### config.mk
export PLATFORM = sky130hd
export DESIGN_NAME = imm_gen_pipe
export DESIGN_NICKNAME = d
export VERILOG_FILES = /design/src/rtl/imm_gen_pipe.sv
export SDC_FILE = /design/constraint.sdc
export NUM_CORES = 1
export LEC_CHECK = 0
export CAP_MARGIN = 25
export CORE_MARGIN = 1
export CORE_UTILIZATION = 50
export CTS_BUF_LIST = sky130_fd_sc_hd__clkbuf_8
export CTS_CLUSTER_SIZE = 8
export DETAILED_ROUTE_END_ITERATION = 6
export PLACE_DENSITY = 0.79
export REMOVE_ABC_BUFFERS = 1
export SLEW_MARGIN = 0
export SYNTH_ARGS = -nofsm -noshare
export SYNTH_HDL_FRONTEND = slang
export SYNTH_SLANG_ARGS = --single-unit
### constraint.sdc
create_clock -name clk_i -period 4.1 [get_ports clk_i]
set_input_delay 0.41 -clock clk_i [delete_from_list [all_inputs] [get_ports clk_i]]
set_output_delay 0.41 -clock clk_i [all_outputs]
set_load 0.05 [all_outputs]
### src/rtl/imm_gen_pipe.sv
// Pipelined RV32I/RV64I immediate generator: decodes the immediate, format and legality of an
// instruction, with a registered output stage and a one-entry skid buffer behind a valid/ready handshake.
module imm_gen_pipe #(
    parameter int XLEN  = 32,
    parameter int CNT_W = 8
) (
    input  logic             clk_i,
    input  logic             rst_i,
    input  logic             valid_i,
    output logic             ready_o,
    input  logic [31:0]      inst_i,
    output logic             valid_o,
    input  logic             ready_i,
    output logic [XLEN-1:0]  imm_o,
    output logic [2:0]       fmt_o,
    output logic             illegal_o,
    output logic [CNT_W-1:0] illegal_cnt_o
);

    localparam logic [2:0] FMT_R     = 3'd0;
    localparam logic [2:0] FMT_I     = 3'd1;
    localparam logic [2:0] FMT_SHIFT = 3'd2;
    localparam logic [2:0] FMT_S     = 3'd3;
    localparam logic [2:0] FMT_B     = 3'd4;
    localparam logic [2:0] FMT_U     = 3'd5;
    localparam logic [2:0] FMT_J     = 3'd6;
    localparam logic [2:0] FMT_NONE  = 3'd7;

    function automatic logic signed [XLEN-1:0] sext32(input logic signed [31:0] v);
        return XLEN'(v);
    endfunction

    // RV64 shifts use a 6-bit shamt; RV32 ignores inst[25].
    function automatic logic [XLEN-1:0] zext_shamt(input logic [31:0] inst);
        logic [5:0] sh;
        sh = {(XLEN == 64) ? inst[25] : 1'b0, inst[24:20]};
        return XLEN'(sh);
    endfunction

    function automatic logic [CNT_W-1:0] sat_inc(input logic [CNT_W-1:0] c);
        return (&c) ? c : c + 1'b1;
    endfunction

    logic signed [XLEN-1:0] imm_d;
    logic [2:0]             fmt_d;
    logic                   ill_d;
    logic [6:0]             opc;
    logic [2:0]             f3;

    assign opc = inst_i[6:0];
    assign f3  = inst_i[14:12];

    always_comb begin
        imm_d = '0;
        fmt_d = FMT_NONE;
        ill_d = 1'b0;
        case (opc)
            7'b0010011: begin
                if (f3 == 3'b001 || f3 == 3'b101) begin
                    fmt_d = FMT_SHIFT;
                    imm_d = zext_shamt(inst_i);
                end else begin
                    fmt_d = FMT_I;
                    imm_d = sext32({{20{inst_i[31]}}, inst_i[31:20]});
                end
            end
            7'b0000011, 7'b1100111: begin
                fmt_d = FMT_I;
                imm_d = sext32({{20{inst_i[31]}}, inst_i[31:20]});
            end
            7'b0100011: begin
                fmt_d = FMT_S;
                imm_d = sext32({{20{inst_i[31]}}, inst_i[31:25], inst_i[11:7]});
            end
            7'b1100011: begin
                fmt_d = FMT_B;
                imm_d = sext32({{19{inst_i[31]}}, inst_i[31], inst_i[7], inst_i[30:25],
                                inst_i[11:8], 1'b0});
            end
            7'b0110111, 7'b0010111: begin
                fmt_d = FMT_U;
                imm_d = sext32({inst_i[31:12], 12'b0});
            end
            7'b1101111: begin
                fmt_d = FMT_J;
                imm_d = sext32({{11{inst_i[31]}}, inst_i[31], inst_i[19:12], inst_i[20],
                                inst_i[30:21], 1'b0});
            end
            7'b0110011: begin
                fmt_d = FMT_R;
            end
            default: begin
                ill_d = 1'b1;
            end
        endcase
    end

    // Stage p1: output register O and skid register K
    logic                   vld_p1, ill_p1;
    logic signed [XLEN-1:0] imm_p1;
    logic [2:0]             fmt_p1;
    logic                   vld_sk, ill_sk;
    logic signed [XLEN-1:0] imm_sk;
    logic [2:0]             fmt_sk;
    logic [CNT_W-1:0]       cnt;
    logic                   accept, load_o, load_k, pop_k;

    assign ready_o = !vld_sk;
    assign accept  = valid_i && ready_o;
    assign load_o  = accept && (!vld_p1 || ready_i);
    assign load_k  = accept && vld_p1 && !ready_i;
    assign pop_k   = vld_sk && ready_i;

    always_ff @(posedge clk_i or negedge rst_i) begin
        if (!rst_i) begin
            vld_p1 <= 1'b0;
            imm_p1 <= '0;
            fmt_p1 <= FMT_R;
            ill_p1 <= 1'b0;
            vld_sk <= 1'b0;
            cnt    <= '0;
        end else begin
            if (pop_k) begin
                imm_p1 <= imm_sk;
                fmt_p1 <= fmt_sk;
                ill_p1 <= ill_sk;
            end else if (load_o) begin
                vld_p1 <= 1'b1;
                imm_p1 <= imm_d;
                fmt_p1 <= fmt_d;
                ill_p1 <= ill_d;
            end else if (ready_i) begin
                vld_p1 <= 1'b0;
            end

            if (pop_k)
                vld_sk <= 1'b0;
            else if (load_k)
                vld_sk <= 1'b1;

            if (accept && ill_d)
                cnt <= sat_inc(cnt);
        end
    end

    // Skid payload is only observed while vld_sk is set, so it needs no reset.
    always_ff @(posedge clk_i) begin
        if (load_k) begin
            imm_sk <= imm_d;
            fmt_sk <= fmt_d;
            ill_sk <= ill_d;
        end
    end

    assign valid_o       = vld_p1;
    assign imm_o         = imm_p1;
    assign fmt_o         = fmt_p1;
    assign illegal_o     = ill_p1;
    assign illegal_cnt_o = cnt;

endmodule

==> metrics.md <==
| Metric | Value |
|---|---|
| Worst vdd ir | `0.405 mV` |
| Number of buffers created by CTS | `9` |
| Core box area | `7250 um^2` |
| Clock skew | `0.0122 ns` |
| Global Route Usage Sum | `0.239` |
| Die Footprint | `7860 um^2` |
| Die width | `88.7 um` |
| DIE HEIGHT | `88.7 um` |
| Pins Over Slew Limit | `0` |
| Layout cell share with drive strength beyond 1 | `0.0821` |
| Synth async-reset ratio | `0.561` |
| Worst-Margin Slew | `0.666 ns` |
| EDFF count, synth | `36` |
| Largest net degree at the start of global routing | `37` |
| Critical-path cell list | `clkdlybuf4s50_1 > nand2b_1 > nand3_1 > nor3_2 > a222oi_1 > nand2_1` |
| PwrDens | `534 nW/um^2` |
| Num rows | `31` |
| Vias post-DR | `2,987` |
| First-pass GRT wire length | `13,900 um` |
| R2r worst-path depth | `5` |
| CP arrival | `2.58 ns` |
| Worst r2r src | `valid_o` |
| Hold endpoint | `fmt_o[2]` |
| Yosys reg bits | `82` |
| CP peak stage delay | `0.59 ns` |
| Status | `complete, no violations` |
| Tcrit/Tclk final | `0.562` |
| Top FF cell, synth | `dfrtp_1` |
| WHS Path Cells | `1` |
| Mapped Area | `3750 um^2` |
| Final hold vios | `0` |
| Pleak | `2.12 nW` |
| Worst path required time | `4.38 ns` |
| Final HPWL DP | `5920 um` |
| Start point of the worst hold path | `fmt_sk[2]` |
| Crit path time final | `2.31 ns` |
| Worst Setup Start Kind | `primary input` |
| DRC | `0` |
| Max Buffers Root-to-Sink | `2` |
| Post-cts resize count | `0` |
| Crit Path Class | `in -> reg` |
| Nets@finish | `434` |
| Slew headroom | `0.555` |
| Maximum net fanout on the critical path | `11` |
| Drt wl/cell | `17.7 um` |
| CTS tree | `built` |
| TritonRoute pass-1 iters | `5` |
| Initial antenna violation count | `0` |
| Fin area | `4880 um^2` |
| Drt initial violations | `190` |
| Drt via density | `5.96` |
| GPL Wtd Cong | `0.887` |
| Max-cap viol count | `0` |
| Leading post-synthesis cells by cell area | `dfrtp_1 (31%), edfxtp_1 (29%), nand2_1 (5.1%)` |
| Post-synth top area share | `0.307` |
| Initial Utilization | `0.518` |
| Skew-Pair Late Insertion Delay | `0.35 ns` |
| Remaining global-route overflow | `0` |
| Synthesized instance count | `316` |
| Diodes inserted | `0` |
| Syn avg cell area | `11.9 um^2` |
| Crit-path slowest cell | `nor3_2` |
| Setup slack, reg-to-reg | `2.01 ns` |
| TritonCTS sink count | `82` |
| Achievable Freq | `434 MHz` |
| IO Count | `82` |
| Yosys cell types | `51` |
| Crit end category | `flip-flop` |
| Root Driver | `clkbuf_8` |
| Seq/Total Area, Yosys | `0.594` |
| # H-tree levels | `3` |
| Layout Cells excl Fill | `501` |
| Final setup TNS | `0 ns` |
| Ys Warns | `0` |
| Port Buffers | `81` |
| Dpl cell area | `4660 um^2` |
| Post-route ant nets | `0` |
| Layout area overhead | `30.0%` |
| Setup Viol. Count Final | `0` |
| Post-synth top area cell | `dfrtp_1` |
| Critical path buffer and inverter count | `1` |
| Worst path top cell family by delay | `simple AND/OR/NAND/NOR gates` |
| RSZ-0062 raised after global routing | `false` |
| RR Endpoint | `imm_o[25]` |
| Hold WC Path Type | `reg -> reg` |
| CTS clk-pin slew, worst paths | `0.08 ns` |
| Placed cells | `483` |
| Final WL | `8880 um` |
| Number of global-route vias before repair | `2,789` |
## metal layers
| metal | global-route usage | wire length [um] | vias to the layer above |
|---|---|---|---|
| met2 | 0.387 | 4340 | 145 |
| met5 | 0 | 0 | - |
| met3 | 0.0429 | 668 | 10 |
| li1 | - | - | 1357 |
| met4 | 0.104 | 125 | 0 |
| met1 | 0.317 | 3740 | 1475 |
## state kept, by name, indices dropped and copies added, names as in the netlist
signal	flops
fmt_o	3
fmt_sk	3
ill_sk	1
illegal_cnt_o	8
illegal_o	1
imm_o	32
imm_sk	32
valid_o	1
vld_sk	1
## stage by stage
stage	hold WS, ns	worst slack, ns	utilization	power [W]
finish	0.481	1.79	0.673	0.00261
detailed placement	0.363	1.49	0.643	0.00206
floorplan	0.114	1.28	-	0.00169
global placement	0.463	1.59	0.640	0.00204
CTS	0.494	1.81	0.670	0.00262
global route	0.522	1.63	0.673	0.00272
## repair_timing
action                    4_1_cts  5_1_grt
setup buffers                   0        0
hold buffers                    1        0
hold endpoints to repair       16        0
## placed cells by master, fill, tap and decap left out, drive strengths merged, types with 6 or more instances in the layout
cell / n
dfrtp: 46
clkbuf: 9
nand2: 51
buf: 6
edfxtp: 36
and2: 6
a21o: 25
a21oi: 8
a22o: 19
a222oi: 8
clkdlybuf4s50: 80
xnor2: 6
nand3: 19
a31oi: 7
nor2: 6
## power breakdown
group / total [W] / switching [W] / leakage (nW) / internal [W]
Sequential: 0.00109 / 0.0000964 / 0.911 / 0.000989
Clock: 0.000557 / 0.000282 / 0.0931 / 0.000274
Combinational: 0.000966 / 0.000622 / 1.12 / 0.000344
Total: 0.00261 / 0.00100 / 2.12 / 0.00161
## kinds of logic (layout without fill, tap and decap cells)
| group | after synthesis | in the layout | synth area share |
|---|---|---|---|
| compound gates | 95 | 95 | 0.207 |
| xor+xnor | 7 | 7 | 0.0163 |
| fa+ha+maj | 1 | 1 | 0.00333 |
| buf+inv | 20 | 106 | 0.0250 |
| flops | 82 | 82 | 0.594 |
| mux | 1 | 1 | 0.00300 |
| simple gates | 110 | 110 | 0.151 |
## cells in the mapped netlist, types with 4 or more instances
cell type / n
nand4_1: 4
nand3_1: 19
and2_1: 6
a22o_1: 19
a22oi_1: 5
o21a_1: 4
clkbuf_1: 6
nor2_1: 6
xnor2_1: 6
a31oi_1: 7
a222oi_1: 8
dfrtp_1: 46
o22ai_1: 5
a21oi_1: 5
buf_2: 9
a21o_1: 25
edfxtp_1: 36
nand2_1: 51
## worst max-delay path by stage
stage          cells past startpoint       from         end
5_1_grt                            6    ready_i   imm_o[20]
4_1_cts                            6    ready_i   imm_o[25]
6_report                           6    ready_i   imm_o[25]
3_3_place_gp                       6  inst_i[2]  imm_sk[22]
2_1_floorplan                      3     vld_sk   fmt_sk[0]
3_5_place_dp                       6    ready_i   imm_o[25]
## worst register-to-register path, cell delays in order, from the launching register on
cell and delay, ns:
dfrtp_1 0.42, nand2b_1 0.21, nand3_1 0.47, nor3_2 0.60, a222oi_1 0.23, nand2_1 0.10
## final cells by class
cell class	instances	area, um^2
flip-flops and latches	82	2230
multi-input cells	214	1450
fillers	559	2370
clock buffers	9	124
inverters	3	11.3
repair buffers	87	878
well taps	99	124
clock inverters	7	61.3
(Power assumes the default switching activity.)
